### src/rtl/prog_loader.sv
// Boot loader for the RAT 1024x18 program memory: byte stream in, sequential word writes out.
// Optional trailing XOR checksum byte enabled by defining PROG_LOADER_CHECKSUM_EN.
module prog_loader #(
   parameter int ADDR_W = 10,
   parameter int DEPTH  = 1024
) (
   input  logic              CLK,
   input  logic              RST,
   input  logic              START,
   input  logic [7:0]        RX_DATA,
   input  logic              RX_VALID,
   output logic              RX_READY,
   output logic              WE,
   output logic [ADDR_W-1:0] WADDR,
   output logic [17:0]       WDATA,
   output logic              CPU_RST,
   output logic              BUSY,
   output logic              DONE,
   output logic              ERR
);

   typedef enum logic [3:0] {
      IDLE, CNT_HI, CNT_LO, W_B0, W_B1, W_B2, WRITE,
`ifdef PROG_LOADER_CHECKSUM_EN
      CHK,
`endif
      DONE_S, ERR_S
   } state_t;

   localparam logic [16:0] DEPTH_V = 17'(DEPTH);

   state_t            state_q, state_d;
   logic [15:0]       cnt_q, cnt_d;
   logic [ADDR_W:0]   idx_q, idx_d, idx_inc;
   logic [1:0]        b0_q, b0_d;
   logic [7:0]        b1_q, b1_d;
   logic [17:0]       wdata_q, wdata_d;
   logic [15:0]       n_new;
   logic              acc;
`ifdef PROG_LOADER_CHECKSUM_EN
   logic [7:0]        chk_q, chk_d;
`endif

   always_ff @(posedge CLK) begin
      if (RST) begin
         state_q <= IDLE;
         cnt_q   <= '0;
         idx_q   <= '0;
         b0_q    <= '0;
         b1_q    <= '0;
         wdata_q <= '0;
`ifdef PROG_LOADER_CHECKSUM_EN
         chk_q   <= '0;
`endif
      end else begin
         state_q <= state_d;
         cnt_q   <= cnt_d;
         idx_q   <= idx_d;
         b0_q    <= b0_d;
         b1_q    <= b1_d;
         wdata_q <= wdata_d;
`ifdef PROG_LOADER_CHECKSUM_EN
         chk_q   <= chk_d;
`endif
      end
   end

   // Outputs decode from registered state only, so RX_READY never depends on RX_VALID.
   always_comb begin
      RX_READY = 1'b0;
      BUSY     = 1'b1;
      unique case (state_q)
         CNT_HI, CNT_LO, W_B0, W_B1, W_B2: RX_READY = 1'b1;
`ifdef PROG_LOADER_CHECKSUM_EN
         CHK:                              RX_READY = 1'b1;
`endif
         IDLE, DONE_S, ERR_S:              BUSY     = 1'b0;
         default:                          ;
      endcase
   end

   assign WE      = (state_q == WRITE);
   assign DONE    = (state_q == DONE_S);
   assign ERR     = (state_q == ERR_S);
   assign CPU_RST = BUSY || (state_q == ERR_S);
   assign WADDR   = idx_q[ADDR_W-1:0];
   assign WDATA   = wdata_q;

   assign acc     = RX_VALID && RX_READY;
   assign n_new   = {cnt_q[15:8], RX_DATA};
   assign idx_inc = idx_q + 1'b1;

   always_comb begin
      state_d = state_q;
      cnt_d   = cnt_q;
      idx_d   = idx_q;
      b0_d    = b0_q;
      b1_d    = b1_q;
      wdata_d = wdata_q;
`ifdef PROG_LOADER_CHECKSUM_EN
      chk_d   = chk_q;
      if (acc && state_q != CHK) chk_d = chk_q ^ RX_DATA;
`endif
      case (state_q)
         IDLE, DONE_S, ERR_S: if (START) begin
            state_d = CNT_HI;
            idx_d   = '0;
`ifdef PROG_LOADER_CHECKSUM_EN
            chk_d   = '0;
`endif
         end
         CNT_HI: if (acc) begin
            cnt_d[15:8] = RX_DATA;
            state_d     = CNT_LO;
         end
         CNT_LO: if (acc) begin
            cnt_d[7:0] = RX_DATA;
            state_d    = (n_new == '0 || {1'b0, n_new} > DEPTH_V) ? ERR_S : W_B0;
         end
         W_B0: if (acc) begin
            b0_d    = RX_DATA[1:0];
            state_d = W_B1;
         end
         W_B1: if (acc) begin
            b1_d    = RX_DATA;
            state_d = W_B2;
         end
         W_B2: if (acc) begin
            wdata_d = {b0_q, b1_q, RX_DATA};
            state_d = WRITE;
         end
         WRITE: begin
            idx_d = idx_inc;
            if (32'(idx_inc) == 32'(cnt_q))
`ifdef PROG_LOADER_CHECKSUM_EN
               state_d = CHK;
`else
               state_d = DONE_S;
`endif
            else
               state_d = W_B0;
         end
`ifdef PROG_LOADER_CHECKSUM_EN
         CHK: if (acc) state_d = (RX_DATA == chk_q) ? DONE_S : ERR_S;
`endif
         default: state_d = IDLE;
      endcase
   end

endmodule

### config.mk
export PLATFORM = sky130hd
export DESIGN_NAME = prog_loader
export DESIGN_NICKNAME = d
export VERILOG_FILES = /design/src/rtl/prog_loader.sv
export SDC_FILE = /design/constraint.sdc
export NUM_CORES = 1
export LEC_CHECK = 0
export BUFFER_PORTS_ARGS = -buffer_cell sky130_fd_sc_hd__buf_2
export CAP_MARGIN = 20
export CORE_UTILIZATION = 40
export CTS_CLUSTER_DIAMETER = 150
export DETAILED_ROUTE_END_ITERATION = 10
export PLACE_DENSITY_LB_ADDON = 0.08
export RECOVER_POWER = 25
export SLEW_MARGIN = 10
export SYNTH_ARGS = -nofsm -noshare
export SYNTH_HDL_FRONTEND = slang
export SYNTH_SLANG_ARGS = --single-unit
### constraint.sdc
create_clock -name CLK -period 3 [get_ports CLK]
set_input_delay 0.3 -clock CLK [delete_from_list [all_inputs] [get_ports CLK]]
set_output_delay 0.3 -clock CLK [all_outputs]
set_load 0.005 [all_outputs]
Yosys cells after proc, flatten, opt, wreduce, memory -nomap -nowiden. Index checks and enable logic that the tools add are counted.

Register bits after elaboration: 59. Input bits: 12. Output and inout port bits: 34. Logic and storage cells: 52.

Add/sub/neg operators: 1. Order comparisons: 1. Equal/unequal tests: 15. Mux-type cells: 13. Reductions and logical operators: 15.

Operators by type and width (count): 4-bit 2-to-1 mux (7); 4-bit one-hot mux with 7 select lines (1); 11-bit one-hot mux with 2 select lines (1); 11-bit by 16-bit equality test with 1-bit output (1); 4-bit by 3-bit equality test with 1-bit output (second input constant) (4); 16-bit by 11-bit greater-than comparator with 1-bit output (second input constant) (1); 16-bit zero test (1); 2-bit inequality test (second input constant) (6); 2-bit AND reduction (6); 11-bit by 1-bit adder with 11-bit output (second input constant) (1); 11-bit 2-to-1 mux (1); 4-bit by 2-bit equality test with 1-bit output (second input constant) (2); 6-bit AND reduction (1); 5-bit OR reduction (1); 4-bit by 1-bit equality test with 1-bit output (second input constant) (1); 4-bit equality test (second input constant) (1); 4-bit zero test (1); 3-bit 2-to-1 mux (1); 3-bit OR reduction (1); 1-bit logical OR (2); 1-bit 2-to-1 mux (2); 2-bit nonzero test (1); 1-bit logical AND (1).

Logic depth before layout (Yosys ltp).
Word-level depth: 6. Mapped depth: 8. Gate-level depth less buffers: 7.

Worst setup path before layout. OpenSTA, ideal clock, no wires.

Kind: flip-flop to flip-flop. Start: reg idx_q[0]. End: reg state_q[2]. Setup time: 0.096 ns. Arrival time: 1.969 ns. Data required time: 2.904 ns. Path slack: 0.935 ns. Stages on the path, launching flop included: 8. Buffers on the path: 0. Period minus slack after synthesis: 2.065 ns. Cell sequence: dfxtp_1 ha_1 nand3_4 nor4_1 xor2_1 a22oi_2 o211ai_2 o41ai_2.

Word-level cells in the longest chain between the ends: 4.

RTL lines: start: declaration (RTL line 34) `logic [ADDR_W:0] idx_q, idx_d, idx_inc;`; start signal: assignment (RTL line 58) `idx_q <= idx_d;`; 11-bit by 1-bit adder with 11-bit output (RTL line 91) `assign idx_inc = idx_q + 1'b1;`; 11-bit by 16-bit equality test with 1-bit output (RTL line 134) `if (32'(idx_inc) == 32'(cnt_q))`; 3-bit 2-to-1 mux (RTL line 134); 4-bit one-hot mux with 7 select lines (RTL line 104) `case (state_q)`; end signal: assignment (RTL line 56) `state_q <= state_d;`; end: declaration (RTL line 32) `state_t state_q, state_d;`.

Every way passes these cells. A chain may end at the register's enable or synchronous reset.

Worst setup path after layout.
Start: reg state_q[1]. End: out WE.

Word-level cells in the longest chain between the ends: 1.

RTL lines: 4-bit by 3-bit equality test with 1-bit output (RTL line 82) `assign WE = (state_q == WRITE);`; end: declaration (RTL line 13) `output logic WE,`.

Every way passes these cells.

==> results.tsv <==
stage	metric	value	unit
run_status	outcome	completed	
final_layout	drive_above_1_share	16.0	%
sta	hold_violations	0	
synth	yosysMostFrequentCell	nand2_1	
setup_path	critPathMaxStageDelay	0.57	ns
setup_path	cp_max_fo	15	
route	wl_per_cell	14.2	µm
final_layout	multiInputGateArea	1520	µm²
floorplanning	die_w	87.0	µm
floorplanning	dieArea	7580	µm²
synth	synthArstFlopShare	0	%
synth	yosysWarnings	0	
sta	slew_headroom	45.4	%
floorplanning	rows	30	
clock_tree	cts.hold.buffers_added	0	
clock_tree	clock-sinks	59	
synth	synthFlopType	dfxtp_1	
synth	synthesis.area	2890	µm²
final_layout	fillers	725	
route	drtIter0Drc	146	
setup_path	start_kind	flip-flop	
sta	rsz0062_at_grt	no	
sta	tightest_slew	0.819	ns
sta	setup_ws	0.631	ns
setup_path	cp_slowest_cell	dfxtp_1	
route	ant_nets	0	
synth	syn_inst	360	
clock_tree	htree_num_levels	3	
clock_tree	cts_setup_buffers	0	
sta	hold_slack	0.258	ns
clock_tree	ctsResizeCount	0	
hold_path	min_from	RX_DATA[7]	
synth	synth_top_area_share	40.8	%
sta	maxSlewViolCount	0	
final_layout	seq_area	1180	µm²
setup_path	critPathKind	reg -> out	
synth	yosysSeqAreaShare	40.8	%
final_layout	diodes	0	
clock_tree	cts_made_buffers	9	
final_layout	area_delta_synth_final	13.2	%
setup_path	timing.rr.start	idx_q[0]	
sta	setup_violations	0	
clock_tree	ctsLongestPathBuffers	2	
clock_tree	cts_tree	built	
synth	syn_avg_cell_area	8.04	µm²
power	power.density	623	nW/µm²
synth	syn_nets	373	
clock_tree	clk_pin_slew	0.09	ns
synth	synthTopCellsByArea	dfxtp_1, nand2_1, a21oi_1, mux2i_1, nor2_1	
global_routing	grt_first_pass_wirelength	11.4	mm
floorplanning	io_pins	46	
placed_design	portBuffers	45	
run	cap_violations	0	
setup_path	end_kind	output port	
synth	yosys-top-cells-count	nand2_1, dfxtp_1, nor2_1	
global_routing	antenna_found_initial	0	
setup_path	required	2.70	ns
floorplanning	core_region_area	6910	µm²
synth	synth-edff-count	0	
setup_path	path_buf_inv	2	
floorplanning	die_h	87.0	µm
route	vias	2477	
synth	synth_top_cell_by_area	dfxtp_1	
power	power	2.04	mW
synth	synth_seq_cells	59	
setup_path	worstPathCellList	nand2b_4 > or3_1 > inv_1 > buf_2	
global_routing	grt_usage	19.8	%
route	wirelength	6.92	mm
setup_path	cp_top_family	simple AND/OR/NAND/NOR gates	
final_layout	finalNetCount	401	
global_routing	grt_overflow	0	
setup_path	crit_start	state_q[1]	
sta	setup_tns	0	ns
sta	min_period	2.37	ns
power	leakage	1.34	nW
power	max-vdd-ir-drop	0.321	mV
global_routing	first_global_vias	2212	
synth	yosysUniqueCellTypes	53	
route	vias_per_cell	5.07	
hold_path	hold_path_class	in -> reg	
sta	clock_skew	0.0119	ns
sta	clock.fmax	422	MHz
floorplanning	start_util	41.9	%
placed_design	finalWeightedCongestion	0.794	
placed_design	post-place-ws	0.687	ns
global_routing	grt_max_degree	32	
placed_design	hpwlAfterDp	4.64	mm
route	drc	0	
clock_tree	root_buffer	clkbuf_8	
clock_tree	clock_latency	0.34	ns
sta	fin_crit_sh	79.0	%
route	dr.pass1.iters	4	
setup_path	crit_arrival	2.07	ns
cell families after synthesis:
group / count (synthesis) / synth area share, %
buffers and inverters: 36 / 6.75
XOR/XNOR: 13 / 3.94
multiplexers: 19 / 6.57
adder cells (fa/ha/maj): 1 / 0.432
flip-flops: 59 / 40.8
AO/OA/AOI/OAI: 70 / 15.1
AND/OR/NAND/NOR: 162 / 26.4
state kept, by name, summed over array words and instances, names as in the netlist:
| signal | flops |
|---|---|
| b1_q | 8 |
| idx_q | 11 |
| b0_q | 2 |
| WDATA | 18 |
| cnt_q | 16 |
| state_q | 4 |
final timing paths:
path         cells after the start  slack (ns)         end
min                              3        0.26    WDATA[7]
max                              4        0.63          WE
min reg2reg                      2        0.45   WDATA[17]
max reg2reg                      7        0.64  state_q[2]
area by class of cell:
cell class | instances | area share [%]
Multi-Input combinational cell | 265 | 46.3
Sequential cell | 59 | 36.1
Timing Repair Buffer | 48 | 7.03
Clock buffer | 9 | 3.78
Tap cell | 96 | 3.67
Clock inverter | 7 | 2.60
Inverter | 5 | 0.573
metrics by stage:
step | instance area (µm²) | instances | util, %
6_report | 3280 | 489 | 47.4
5_1_grt | 3280 | 489 | 47.4
4_1_cts | 3290 | 489 | 47.7
3_5_place_dp | 3080 | 473 | 44.7
3_3_place_gp | 3080 | 473 | 44.7
2_1_floorplan | 2890 | 360 | -
layer usage:
metal	vias up	share of wire [%]	global-route usage, %
li1	1286	-	-
met1	1148	51	28.0
met2	38	45	30.1
met3	5	2.9	3.22
met4	0	0.87	7.27
met5	-	0	0
worst min-delay path: cells and delay by family:
family | cells | cell delay, ns
buf+inv | 1 | 0.13
simple gates | 1 | 0.06
compound gates | 1 | 0.05
power by group:
part	total (mW)	leakage [nW]	switching, mW	internal (mW)
Combinational	0.390	0.758	0.226	0.164
Sequential	0.875	0.476	0.0551	0.820
Clock	0.774	0.106	0.375	0.400
layout by cell type, fill, tap and decap left out, drive strengths merged, types with 2 or more instances in the layout:
cell type  netlist  routed
o21ai           10      10
a311oi           2       2
o22a             2       2
nand2b           2       2
xor2             4       4
a22oi            2       2
xnor2            9       9
buf             20      35
clkinv           0       3
nor2            45      45
or2              3       3
or3              7       7
inv              5       8
nor3            10      10
mux2i           19      19
nor2b            2       2
clkbuf          11      22
a21o             2       2
a21oi           38      38
nand2           62      62
nand3           18      18
nor4             4       4
nor3b            2       2
a211oi           2       2
a31oi            3       3
and3             2       2
dfxtp           59      59
Power figures use the tool's default switching activity.
